File: src/rtl/ysyx_041514_icache_axi_rd_if.sv
// Bus bundle between the icache memory port, the read bridge and the AXI AR/R channels.
// The master modport is the bridge's view; the slave modport is the icache/interconnect side.
interface ysyx_041514_icache_axi_rd_if;
    logic [31:0] req_addr_i;
    logic        req_valid_i;
    logic [3:0]  req_size_i;
    logic [7:0]  req_len_i;
    logic        rsp_ready_o;
    logic [63:0] rsp_rdata_o;
    logic        axi_arvalid_o;
    logic        axi_arready_i;
    logic [31:0] axi_araddr_o;
    logic [3:0]  axi_arid_o;
    logic [7:0]  axi_arlen_o;
    logic [2:0]  axi_arsize_o;
    logic [1:0]  axi_arburst_o;
    logic        axi_rvalid_i;
    logic        axi_rready_o;
    logic [63:0] axi_rdata_i;
    logic [1:0]  axi_rresp_i;
    logic        axi_rlast_i;
    logic [3:0]  axi_rid_i;
    logic        err_o;

    modport master (
        input  req_addr_i, req_valid_i, req_size_i, req_len_i,
        input  axi_arready_i, axi_rvalid_i, axi_rdata_i, axi_rresp_i, axi_rlast_i, axi_rid_i,
        output rsp_ready_o, rsp_rdata_o,
        output axi_arvalid_o, axi_araddr_o, axi_arid_o, axi_arlen_o, axi_arsize_o, axi_arburst_o,
        output axi_rready_o, err_o
    );

    modport slave (
        output req_addr_i, req_valid_i, req_size_i, req_len_i,
        output axi_arready_i, axi_rvalid_i, axi_rdata_i, axi_rresp_i, axi_rlast_i, axi_rid_i,
        input  rsp_ready_o, rsp_rdata_o,
        input  axi_arvalid_o, axi_araddr_o, axi_arid_o, axi_arlen_o, axi_arsize_o, axi_arburst_o,
        input  axi_rready_o, err_o
    );
endinterface

File: src/rtl/ysyx_041514_icache_axi_rd.sv
// Read-only bridge: one icache request becomes one AXI4 INCR read burst, and each
// R beat is returned as a registered one-cycle pulse. err_o is sticky until reset.
module ysyx_041514_icache_axi_rd #(
    parameter logic [3:0] AXI_ID = 4'd0
) (
    input logic                          clk,
    input logic                          rst,
    ysyx_041514_icache_axi_rd_if.master  bus
);
    typedef enum logic [1:0] {IDLE, AR, R, DONE} state_e;

    state_e      state_q, state_d;
    logic        arvalid_q, arvalid_d;
    logic        rready_q, rready_d;
    logic        rsp_ready_q, rsp_ready_d;
    logic [63:0] rsp_rdata_q, rsp_rdata_d;
    logic        err_q, err_d;
    logic [31:0] araddr_q, araddr_d;
    logic [7:0]  arlen_q, arlen_d;
    logic [2:0]  arsize_q, arsize_d;
    logic [7:0]  cnt_q, cnt_d;
    logic        r_hs;
    logic        unused_rid;

    assign r_hs       = bus.axi_rvalid_i && rready_q;
    assign unused_rid = ^bus.axi_rid_i;

    always_comb begin
        state_d     = state_q;
        arvalid_d   = arvalid_q;
        rready_d    = rready_q;
        rsp_ready_d = 1'b0;
        rsp_rdata_d = rsp_rdata_q;
        err_d       = err_q;
        araddr_d    = araddr_q;
        arlen_d     = arlen_q;
        arsize_d    = arsize_q;
        cnt_d       = cnt_q;
        case (state_q)
            IDLE: begin
                if (bus.req_valid_i) begin
                    araddr_d  = bus.req_addr_i;
                    arlen_d   = bus.req_len_i;
                    cnt_d     = '0;
                    arvalid_d = 1'b1;
                    state_d   = AR;
                    case (bus.req_size_i)
                        4'b0001: arsize_d = 3'd0;
                        4'b0010: arsize_d = 3'd1;
                        4'b0100: arsize_d = 3'd2;
                        4'b1000: arsize_d = 3'd3;
                        default: begin
                            arsize_d = 3'd3;
                            err_d    = 1'b1;
                        end
                    endcase
                end
            end
            AR: begin
                if (bus.axi_arready_i) begin
                    arvalid_d = 1'b0;
                    rready_d  = 1'b1;
                    state_d   = R;
                end
            end
            R: begin
                if (r_hs) begin
                    rsp_rdata_d = bus.axi_rdata_i;
                    rsp_ready_d = 1'b1;
                    cnt_d       = cnt_q + 8'd1;
                    if (bus.axi_rresp_i != 2'b00) err_d = 1'b1;
                    // rlast alone terminates; the count only feeds the error checks
                    if (bus.axi_rlast_i) begin
                        if (cnt_q != arlen_q) err_d = 1'b1;
                        rready_d = 1'b0;
                        state_d  = DONE;
                    end else if (cnt_q >= arlen_q) begin
                        err_d = 1'b1;
                    end
                end
            end
            DONE: begin
                if (!bus.req_valid_i) state_d = IDLE;
            end
            default: state_d = IDLE;
        endcase
    end

    always_ff @(posedge clk or negedge rst) begin
        if (!rst) begin
            state_q     <= IDLE;
            arvalid_q   <= 1'b0;
            rready_q    <= 1'b0;
            rsp_ready_q <= 1'b0;
            rsp_rdata_q <= '0;
            err_q       <= 1'b0;
            araddr_q    <= '0;
            arlen_q     <= '0;
            arsize_q    <= '0;
            cnt_q       <= '0;
        end else begin
            state_q     <= state_d;
            arvalid_q   <= arvalid_d;
            rready_q    <= rready_d;
            rsp_ready_q <= rsp_ready_d;
            rsp_rdata_q <= rsp_rdata_d;
            err_q       <= err_d;
            araddr_q    <= araddr_d;
            arlen_q     <= arlen_d;
            arsize_q    <= arsize_d;
            cnt_q       <= cnt_d;
        end
    end

    assign bus.axi_arvalid_o = arvalid_q;
    assign bus.axi_araddr_o  = araddr_q;
    assign bus.axi_arlen_o   = arlen_q;
    assign bus.axi_arsize_o  = arsize_q;
    assign bus.axi_arid_o    = AXI_ID;
    assign bus.axi_arburst_o = 2'b01;
    assign bus.axi_rready_o  = rready_q;
    assign bus.rsp_ready_o   = rsp_ready_q;
    assign bus.rsp_rdata_o   = rsp_rdata_q;
    assign bus.err_o         = err_q;
endmodule

File: src/flat_wrapper.sv
// flat-port wrapper written by rule: the top's interface ports become plain ports
module ysyx_041514_icache_axi_rd_flat 
#(
    parameter logic [3:0] AXI_ID = 4'd0
)
  (clk, rst, bus_req_addr_i, bus_req_valid_i, bus_req_size_i, bus_req_len_i, bus_axi_arready_i, bus_axi_rvalid_i, bus_axi_rdata_i, bus_axi_rresp_i, bus_axi_rlast_i, bus_axi_rid_i, bus_rsp_ready_o, bus_rsp_rdata_o, bus_axi_arvalid_o, bus_axi_araddr_o, bus_axi_arid_o, bus_axi_arlen_o, bus_axi_arsize_o, bus_axi_arburst_o, bus_axi_rready_o, bus_err_o);
  ysyx_041514_icache_axi_rd_if bus_i ();
  input logic clk;
  input logic rst;
  input wire logic [$bits(bus_i.req_addr_i)-1:0] bus_req_addr_i;
  input wire logic [$bits(bus_i.req_valid_i)-1:0] bus_req_valid_i;
  input wire logic [$bits(bus_i.req_size_i)-1:0] bus_req_size_i;
  input wire logic [$bits(bus_i.req_len_i)-1:0] bus_req_len_i;
  input wire logic [$bits(bus_i.axi_arready_i)-1:0] bus_axi_arready_i;
  input wire logic [$bits(bus_i.axi_rvalid_i)-1:0] bus_axi_rvalid_i;
  input wire logic [$bits(bus_i.axi_rdata_i)-1:0] bus_axi_rdata_i;
  input wire logic [$bits(bus_i.axi_rresp_i)-1:0] bus_axi_rresp_i;
  input wire logic [$bits(bus_i.axi_rlast_i)-1:0] bus_axi_rlast_i;
  input wire logic [$bits(bus_i.axi_rid_i)-1:0] bus_axi_rid_i;
  output wire logic [$bits(bus_i.rsp_ready_o)-1:0] bus_rsp_ready_o;
  output wire logic [$bits(bus_i.rsp_rdata_o)-1:0] bus_rsp_rdata_o;
  output wire logic [$bits(bus_i.axi_arvalid_o)-1:0] bus_axi_arvalid_o;
  output wire logic [$bits(bus_i.axi_araddr_o)-1:0] bus_axi_araddr_o;
  output wire logic [$bits(bus_i.axi_arid_o)-1:0] bus_axi_arid_o;
  output wire logic [$bits(bus_i.axi_arlen_o)-1:0] bus_axi_arlen_o;
  output wire logic [$bits(bus_i.axi_arsize_o)-1:0] bus_axi_arsize_o;
  output wire logic [$bits(bus_i.axi_arburst_o)-1:0] bus_axi_arburst_o;
  output wire logic [$bits(bus_i.axi_rready_o)-1:0] bus_axi_rready_o;
  output wire logic [$bits(bus_i.err_o)-1:0] bus_err_o;
  assign bus_i.req_addr_i = bus_req_addr_i;
  assign bus_i.req_valid_i = bus_req_valid_i;
  assign bus_i.req_size_i = bus_req_size_i;
  assign bus_i.req_len_i = bus_req_len_i;
  assign bus_i.axi_arready_i = bus_axi_arready_i;
  assign bus_i.axi_rvalid_i = bus_axi_rvalid_i;
  assign bus_i.axi_rdata_i = bus_axi_rdata_i;
  assign bus_i.axi_rresp_i = bus_axi_rresp_i;
  assign bus_i.axi_rlast_i = bus_axi_rlast_i;
  assign bus_i.axi_rid_i = bus_axi_rid_i;
  assign bus_rsp_ready_o = bus_i.rsp_ready_o;
  assign bus_rsp_rdata_o = bus_i.rsp_rdata_o;
  assign bus_axi_arvalid_o = bus_i.axi_arvalid_o;
  assign bus_axi_araddr_o = bus_i.axi_araddr_o;
  assign bus_axi_arid_o = bus_i.axi_arid_o;
  assign bus_axi_arlen_o = bus_i.axi_arlen_o;
  assign bus_axi_arsize_o = bus_i.axi_arsize_o;
  assign bus_axi_arburst_o = bus_i.axi_arburst_o;
  assign bus_axi_rready_o = bus_i.axi_rready_o;
  assign bus_err_o = bus_i.err_o;
  ysyx_041514_icache_axi_rd #(.AXI_ID(AXI_ID)) u_core (.clk(clk), .rst(rst), .bus(bus_i));
endmodule
File: config.mk
export PLATFORM = sky130hd
export DESIGN_NAME = ysyx_041514_icache_axi_rd_flat
export DESIGN_NICKNAME = d
export VERILOG_FILES = /design/src/rtl/ysyx_041514_icache_axi_rd_if.sv /design/src/rtl/ysyx_041514_icache_axi_rd.sv /design/src/flat_wrapper.sv
export SDC_FILE = /design/constraint.sdc
export NUM_CORES = 1
export LEC_CHECK = 0
export ABC_CLOCK_PERIOD_IN_PS = 5400
export BUFFER_PORTS_ARGS = -buffer_cell sky130_fd_sc_hd__buf_2
export CAP_MARGIN = 20
export CORE_MARGIN = 2
export CORE_UTILIZATION = 45
export DETAILED_ROUTE_END_ITERATION = 12
export PLACE_DENSITY = 0.87
export SYNTH_ARGS = -nofsm -noshare
export SYNTH_HDL_FRONTEND = slang
export SYNTH_SLANG_ARGS = --single-unit
File: constraint.sdc
create_clock -name clk -period 5.4 [get_ports clk]
set_clock_uncertainty 0.05 [all_clocks]
set_input_delay 0.81 -clock clk [delete_from_list [all_inputs] [get_ports clk]]
set_output_delay 0.81 -clock clk [all_outputs]
set_load 0.03 [all_outputs]
==> results.md, run 1 <==
* Async SR Flop Fraction at 1.000
* Sw Share at 0.4132
* # rows at 38
* Via count at 3649
* YS warnings at 0
* Met3 Routed Length at 844 um
* Min cycle time layout at 2.486 ns
* Die W at 110.0 um
* CTS tree: done
* Routed wire per std cell at 15.99 um
* Yosys cell types at 38
* Detailed-placement wirelength estimate at 8.593 mm
* Worst-path fanout max at 65
* Unrepaired setup endpoints after global routing: no
* Clk slew on worst S/H paths at 0.06 ns
* Largest net degree at the start of global routing at 66
* Routed Antenna Nets at 0
* Crit share post-route at 0.4604
* Pwr dens at 719.9 nW/um^2
* Setup slack, reg-to-reg at 2.91 ns
* VDD IR-drop max at 0.4309 mV
* Final setup fails at 0
* Synthesized cell area at 5055 um^2
* Fillers at 858
* Total GRT Usage at 0.2030
* GPL Wtd Cong at 0.7968
* Post-Layout Cell Count at 736
* DR top layer: met4
* Switching power total at 2.054 mW
* Clock sinks at 120
* Synthesis-stage register bit count at 120
* Fraction of layout cells with a size suffix above 1 at 0.6303
* CP Launch Type: register
* P_leak at 3.436 nW
* Area of the multi-input gates at 1894 um^2
* Worst Max-Slew Pin Slew at 0.8106 ns
* Crit end category: register
* Ports at 237
* Maximum clock path buffer count at 2
* Fin nets at 715
* Avg Cell Area, Syn at 14.44 um^2
* DRC viols at 0
* Comb pwr share at 0.446
* Core area at 10890 um^2
* Wire length of the first global-routing pass at 18.31 mm
* Met1 WL at 4.626 mm
* Met2 WL at 6.042 mm
* Main flop type after synthesis: dfrtp_1
* Final Max Tran Viols at 0
* Vias in the first global route at 3789
* Worst skew pair latency at 0.51 ns
* Max cap viols at 0
* Seq pwr share at 0.315
* Status: finished clean
* Initial antenna violation count at 1
* Initial core utilization at 0.4643
* Gate Count Post-Synth at 350
* CTS resizes at 0
* R2r worst-path depth at 5
* Most frequent cells in the layout: buf_2 (224), dfrtp_1 (120), mux2_2 (105)
* # Post-CTS Setup Buffers at 0
* Worst slew margin at 0.4596
* Die footprint at 12100 um^2
* Die height at 110.0 um
* FMAX at 402.2 MHz
* H-tree lvl count at 4
* Final Hold Fails at 0
* P&R area growth vs syn at 36.61%
* Post-synth EDFFs at 0
* Port Buffer Count at 225
* Setup_tns at 0 ns
* Drt pass-1 iters at 4
* Tot Pwr at 4.972 mW
* GR Overflow Total at 0
* Tightest Hold Check Type: in -> async
* Start of the worst register-to-register path: u_core.state_q[0]
* Sequential cell area at 3003 um^2
* Seq/Total Area, Yosys at 0.5941
* Placed cells at 702
* Hold slack at 0.3191 ns
* Iter 0 DRT Violations at 91
* Detailed Route WL at 11.77 mm
* Internal at 2.918 mW
* Most common cell after layout, fill and taps aside: buf_2
* Hold buffer count at CTS at 0
* Root Buffer: clkbuf_8
* Worst Setup Path Type: reg -> reg
* Drt via density at 4.958
* Critical Path AT at 2.83 ns
* R2r endpoint: u_core.bus.rsp_rdata_o[49]
* Critical Path RT at 5.75 ns
* Core Util, Final at 0.6342
* Clock network power share at 0.238
* Num CTS Buffers at 17
-- sequential cells by signal (all words and copies together), names as in the netlist --
| register | flops |
|---|---|
| u_core.bus.rsp_ready_o | 1 |
| u_core.bus.axi_rready_o | 1 |
| u_core.bus.axi_arvalid_o | 1 |
| u_core.cnt_q | 8 |
| u_core.bus.axi_araddr_o | 32 |
| u_core.bus.axi_arlen_o | 8 |
| u_core.bus.rsp_rdata_o | 64 |
| u_core.state_q | 2 |
| u_core.bus.err_o | 1 |
| u_core.bus.axi_arsize_o | 2 |
-- stage by stage --
stage / setup slack (ns) / area [um^2]
after floorplan: 3.517 / 5074
after global placement: 2.900 / 6257
after detailed placement: 2.821 / 6257
after CTS: 2.903 / 6883
after global routing: 2.757 / 6905
final: 2.914 / 6905
-- final cells by class --
type                    count  area share
repair buffers            228      0.1685
clock inverters            14     0.02863
flip-flops and latches    120      0.4349
inverters                  11    0.005979
diodes                      1   0.0003624
well taps                 140     0.02537
multi-input cells         204      0.2743
clock buffers              18     0.06197
-- power by group through the flow --
stage,combinational [mW],sequential (mW),clock [mW]
after floorplan,0.749,2.40,0
after global placement,2.17,1.55,0
after detailed placement,2.23,1.58,0
after CTS,2.24,1.57,1.20
after global routing,2.36,1.62,1.25
final,2.22,1.57,1.18
-- per-layer routing --
layer / GRT usage / vias up
li1: - / 1700
met1: 0.2315 / 1765
met2: 0.3444 / 159
met3: 0.05938 / 25
met4: 0.1067 / 0
met5: 0 / -
-- how the worst max path moves through the flow --
stage	start	to	slack, ns	cells after the start
after detailed placement	bus_req_valid_i	u_core.cnt_q[4]	2.82	5
after CTS	u_core.state_q[0]	u_core.cnt_q[4]	2.90	6
final	u_core.state_q[0]	u_core.bus.rsp_rdata_o[49]	2.91	5
after global placement	bus_req_valid_i	u_core.cnt_q[4]	2.90	5
after floorplan	bus_axi_rresp_i[1]	u_core.bus.err_o	3.52	4
after global routing	u_core.state_q[0]	u_core.bus.rsp_rdata_o[50]	2.76	5
-- synth_stat cells, drive strengths merged (3+ instances only) --
cell type	n	area, um^2
xnor2	7	61.31
inv	11	41.29
nand4	4	25.02
nor3	6	30.03
nand3	4	20.02
a21oi	5	25.02
nor2	8	32.54
nand2	9	33.78
ha	13	162.7
buf	20	138.9
nor4	3	31.28
dfrtp	120	3003
mux2	105	1182
o21ai	8	40.04
a31o	3	26.28
-- cell families (layout without fill, tap and decap cells) --
logic type | Yosys count | count (layout) | synth area share
DFF | 120 | 120 | 0.5941
muxes | 106 | 106 | 0.2366
and+or+nand+nor | 42 | 42 | 0.04654
buffers and inverters | 31 | 271 | 0.03564
AOI/OAI and AO/OA | 29 | 29 | 0.04134
adders and majority gates | 13 | 13 | 0.03218
xor gates and xnor gates | 7 | 7 | 0.01213
other | 2 | 8 | 0.001486
-- critical path: stages, from the launching register on --
cell     delay, ns
dfrtp_1       0.42
inv_1         0.10
ha_1          0.44
and3_2        0.26
buf_4         0.59
mux2_2        0.43
Note: power is estimated with default switching activity, not from simulation.
==> inputs of run 2 (changes only) <==
ABC_AREA = 1   (was unset)
ABC_CLOCK_PERIOD_IN_PS = 2460   (was 5400)
clock period = 2.46 ns   (was 5.4 ns; I/O delays follow)
==> results.md, run 2 <==
* Yosys cell types at 29
* YS warnings at 0
* Largest net degree at the start of global routing at 68
* Max cap viols at 0
* P&R area growth vs syn at 36.89%
* Die W at 110.5 um
* FMAX at 501.9 MHz
* Tightest Hold Check Type: in -> reg
* Clock sinks at 120
* Max reg flops at 64
* Wire length of the first global-routing pass at 21.90 mm
* GR Util met3 at 0.06422
* # rows at 38
* VDD IR-drop max at 0.9288 mV
* Initial core utilization at 0.4668
* Critical Path RT at 2.69 ns
* Iter 0 DRT Violations at 302
* CTS tree: done
* Die footprint at 12210 um^2
* Gate Count Post-Synth at 600
* Maximum clock path buffer count at 2
* Num CTS Buffers at 17
* Ports at 237
* Status: finished clean
* Synthesized cell area at 5105 um^2
* Min cycle time layout at 1.992 ns
* Clk slew on worst S/H paths at 0.06 ns
* GR Overflow Total at 0
* M1 GR Usage at 0.2781
* Crit share post-route at 0.8100
* Pwr dens at 1485 nW/um^2
* Detailed Route WL at 13.13 mm
* Main flop type after synthesis: dfrtp_1
* Fraction of layout cells with a size suffix above 1 at 0.3262
* Final setup fails at 0
* CTS resizes at 0
* Initial antenna violation count at 1
* Synthesis-stage register bit count at 120
* Most frequent cells in the layout: nand2_1 (338), buf_2 (224), dfrtp_1 (120)
* Avg Cell Area, Syn at 8.508 um^2
* Root Buffer: clkbuf_16
* Drt via density at 4.714
* Worst-path fanout max at 9
* Final Hold Fails at 0
* Crit end category: register
* Critical Path AT at 2.22 ns
* Hold slack at 0.1086 ns
* Setup_tns at 0 ns
* Core area at 10940 um^2
* Final Max Tran Viols at 0
* DRC viols at 0
* Post-synth top area share at 0.5882
* Vias in the first global route at 4575
* Detailed-placement wirelength estimate at 9.491 mm
* Routed Antenna Nets at 0
* Routed wire per std cell at 13.39 um
* GPL Wtd Cong at 0.8566
* Drt pass-1 iters at 4
* Synth cell count leaders: nand2_1 (338), dfrtp_1 (120), inv_1 (29), nor2_1 (14)
* GR peak layer: met2
* Fillers at 886
* Seq/Total Area, Yosys at 0.5882
* Total GRT Usage at 0.2223
* Via count at 4624
* CP Launch Type: register
* Post-synth EDFFs at 0
* Most common cell after layout, fill and taps aside: nand2_1
* Synth area leaders: dfrtp_1 (59%), nand2_1 (25%), ha_1 (3.2%), inv_1 (2.1%), buf_4 (1.6%)
* Unrepaired setup endpoints after global routing: no
* Worst skew pair latency at 0.40 ns
* Fin nets at 960
* Async SR Flop Fraction at 1.000
* Met2 GRT Util at 0.3665
* Worst Setup Path Type: reg -> reg
* Cell taking the most area after synthesis: dfrtp_1
* Die height at 110.5 um
* Most common cell in the netlist: nand2_1
* H-tree lvl count at 4
* P_leak at 4.118 nW
* Port Buffer Count at 225
run 2: cell types whose count changed after synthesis, sizes merged, moves of 6 or more:
cell	previous run	this run
nand2	9	339
mux2	105	0
inv	11	30
nand3	4	11
nor2	8	15
buf	20	26
o21ai	8	14
xnor2	7	1
run 2: timing repair:
item / in CTS / in global routing
buffers inserted: 0 / 0
hold endpoints to repair: 15 / 0
hold buffers: 1 / 0
run 2: path summary, 6_finish.rpt:
| path | from | slack [ns] | cells after the start | to |
|---|---|---|---|---|
| hold / removal | bus_req_addr_i[22] | 0.11 | 3 | u_core.bus.axi_araddr_o[22] |
| max in group asynchronous | rst | 1.37 | 3 | u_core.bus.axi_araddr_o[20] |
| setup reg to reg | u_core.state_q[0] | 0.47 | 9 | u_core.cnt_q[4] |
| setup / recovery | u_core.state_q[0] | 0.47 | 9 | u_core.cnt_q[4] |
| hold reg to reg | u_core.bus.rsp_rdata_o[35] | 0.42 | 2 | u_core.bus.rsp_rdata_o[35] |
| min in group asynchronous | rst | 0.35 | 2 | u_core.bus.rsp_rdata_o[0] |
run 2: metal layers:
layer  vias to the layer above  share of wire  wire [um]
li1                       2277              -          -
met1                      2138           0.43       5607
met2                       189           0.49       6376
met3                        20          0.067        880
met4                         0          0.020        269
met5                         -              0          0
run 2: area by class of cell:
cell class,count,area [um^2],area share
flip-flops and latches,120,3003,0.4297
multi-input cells,424,1828,0.2616
repair buffers,234,1236,0.1769
clock buffers,20,456.7,0.06535
well taps,140,175.2,0.02507
clock inverters,12,173.9,0.02489
inverters,30,112.6,0.01611
diodes,1,2.502,0.0003581
run 2: metrics by stage:
| step | setup WS, ns | cell area [um^2] | utilization | power [mW] | cells |
|---|---|---|---|---|---|
| CTS | 0.4494 | 6985 | 0.6388 | 10.47 | 980 |
| global placement | 0.4898 | 6345 | 0.5802 | 7.625 | 947 |
| global route | 0.2782 | 6988 | 0.6390 | 11.02 | 981 |
| detailed placement | 0.4634 | 6345 | 0.5802 | 7.775 | 947 |
| floorplan | 0.8905 | 5124 | - | 6.371 | 605 |
| finish | 0.4675 | 6988 | 0.6390 | 10.38 | 981 |
run 2: worst max-delay path: stages (launching register included):
cell	delay (ns)
dfrtp_1	0.40
inv_1	0.11
ha_1	0.40
nand3_2	0.29
o21ai_2	0.16
nand2_4	0.11
nor3_2	0.18
nand2_1	0.07
nand2_1	0.06
nor2_1	0.04
run 2: power breakdown:
| part | total (mW) | leakage (nW) | switching, mW | internal, mW |
|---|---|---|---|---|
| sequential | 3.33 | 1.52 | 0.480 | 2.85 |
| clock | 2.62 | 0.298 | 0.872 | 1.74 |
| combinational | 4.43 | 2.30 | 3.17 | 1.26 |
run 2: kinds of logic after synthesis:
| kind of cell | count (synthesis) | synth area share |
|---|---|---|
| AOI/OAI and AO/OA | 26 | 0.02721 |
| xor gates and xnor gates | 1 | 0.001716 |
| adders and majority gates | 13 | 0.03186 |
| buffers and inverters | 61 | 0.05735 |
| DFF | 120 | 0.5882 |
| other | 2 | 0.001471 |
| and+or+nand+nor | 377 | 0.2922 |
==> inputs of run 3 (changes only) <==
ABC_CLOCK_PERIOD_IN_PS = 2060   (was 2460)
clock period = 2.06 ns   (was 2.46 ns; I/O delays follow)
==> results.md, run 3 (synthesis results as in run 2) <==
* Largest net degree at the start of global routing at 68
* Wire length of the first global-routing pass at 22.01 mm
* Crit share post-route at 0.8462
* Initial antenna violation count at 0
* Clock network power share at 0.242
* Tot Pwr at 12.28 mW
* Most common cell after layout, fill and taps aside: nand2_1
* # Post-CTS Setup Buffers at 0
* Via count at 4583
* Unrepaired setup endpoints after global routing: no
* Die W at 110.5 um
* Status: finished clean
* CTS tree: done
* CTS resizes at 0
* Final Max Tran Viols at 0
* Fraction of layout cells with a size suffix above 1 at 0.3270
* Worst Setup Path Type: reg -> reg
* Most frequent cells in the layout: nand2_1 (338), buf_2 (224), dfrtp_1 (120)
* Min cycle time layout at 1.743 ns
* Max cap viols at 0
* Met1 WL at 5.579 mm
* Comb pwr share at 0.434
* GR Overflow Total at 0
* Total GRT Usage at 0.2217
* Final setup fails at 0
* Iter 0 DRT Violations at 321
* Sequential cell area at 3003 um^2
* Met2 WL at 6.511 mm
* CP Launch Type: register
* Internal at 6.855 mW
* Port Buffer Count at 225
* Sw Share at 0.4418
* Num CTS Buffers at 17
* P_leak at 4.119 nW
* Area of the multi-input gates at 1828 um^2
* Vias in the first global route at 4616
* Routed wire per std cell at 13.60 um
* Root Buffer: clkbuf_16
* GPL Wtd Cong at 0.8051
* Maximum clock path buffer count at 2
* P&R area growth vs syn at 36.64%
* Clk slew on worst S/H paths at 0.06 ns
* Final Hold Fails at 0
* Die height at 110.5 um
* H-tree lvl count at 4
* # rows at 38
* Ports at 237
* Fin nets at 962
* Seq pwr share at 0.325
* Drt via density at 4.672
* Switching power total at 5.425 mW
* Hold buffer count at CTS at 1
* Worst skew pair latency at 0.40 ns
* FMAX at 573.7 MHz
* Max reg flops at 64
* Met3 Routed Length at 1.020 mm
* Worst-path fanout max at 8
* ANT cells at 0
* DR top layer: met4
* Drt pass-1 iters at 5
* Crit end category: register
* Routed Antenna Nets at 0
* Die footprint at 12210 um^2
* Setup_tns at 0 ns
* Clock sinks at 120
* Critical Path AT at 1.98 ns
* Detailed Route WL at 13.34 mm
* VDD IR-drop max at 1.216 mV
* Pwr dens at 1760 nW/um^2
* Critical Path RT at 2.30 ns
* Tightest Hold Check Type: in -> reg
* Fillers at 882
* Initial core utilization at 0.4668
* Core area at 10940 um^2
* DRC viols at 0
* Detailed-placement wirelength estimate at 9.354 mm
## run 3: changes by cell type in the layout (fill, tap and decap cells not counted)
cell and change:
clkinvlp_4 -1, bufinv_16 -1, diode_2 -1, clkbuf_8 -1, inv_6 +1, buf_4 +1, buf_12 +1, clkinv_2 +1
## run 3: area by class of cell
cell class / count / share of cell area
clock buffers: 19 / 0.06350
clock inverters: 12 / 0.02152
inverters: 30 / 0.01614
multi-input cells: 424 / 0.2621
flip-flops and latches: 120 / 0.4305
well taps: 140 / 0.02511
repair buffers: 236 / 0.1812
## run 3: per-stage QoR
stage / setup slack, ns / utilization / hold WS, ns / cells / area, um^2
after CTS: 0.3043 / 0.6379 / 0.03709 / 981 / 6975
after global routing: 0.1644 / 0.6379 / 0.04903 / 981 / 6975
final: 0.3168 / 0.6379 / 0.04963 / 981 / 6975
after floorplan: 0.4905 / - / -0.03659 / 605 / 5124
after global placement: 0.3681 / 0.5827 / 0.2491 / 949 / 6372
after detailed placement: 0.3172 / 0.5827 / 0.2530 / 949 / 6372
## run 3: power groups by stage
stage / Combinational [mW] / Sequential, mW / Clock [mW]
4_1_cts: 5.37 / 3.99 / 3.02
3_5_place_dp: 5.30 / 3.98 / 0
2_1_floorplan: 1.72 / 5.89 / 0
3_3_place_gp: 5.16 / 3.96 / 0
6_report: 5.33 / 3.99 / 2.97
5_1_grt: 5.79 / 4.13 / 3.13
## run 3: metal layers
metal  vias to the layer above  track usage
li1                       2284            -
met1                      2068       0.2726
met2                       211       0.3771
met3                        20      0.06476
met4                         0      0.07083
met5                         -            0
## run 3: path summary, 6_finish.rpt
kind,depth (start not counted),to,slack [ns],start
max in group asynchronous,3,u_core.bus.rsp_rdata_o[51],0.99,rst
worst min-delay path,3,u_core.bus.axi_araddr_o[12],0.05,bus_req_addr_i[12]
worst max register to register,9,u_core.cnt_q[4],0.32,u_core.state_q[0]
worst max-delay path,9,u_core.cnt_q[4],0.32,u_core.state_q[0]
worst min register to register,2,u_core.bus.rsp_rdata_o[2],0.42,u_core.bus.rsp_rdata_o[2]
min in group asynchronous,2,u_core.bus.rsp_rdata_o[14],0.37,rst
## run 3: worst max-delay path: stages, from the launching register on
cell	delay, ns
dfrtp_1	0.40
inv_1	0.11
ha_1	0.20
nand3_2	0.22
o21ai_2	0.15
nand2_4	0.10
nor3_2	0.21
nand2_1	0.09
nand2_1	0.07
nor2_1	0.04
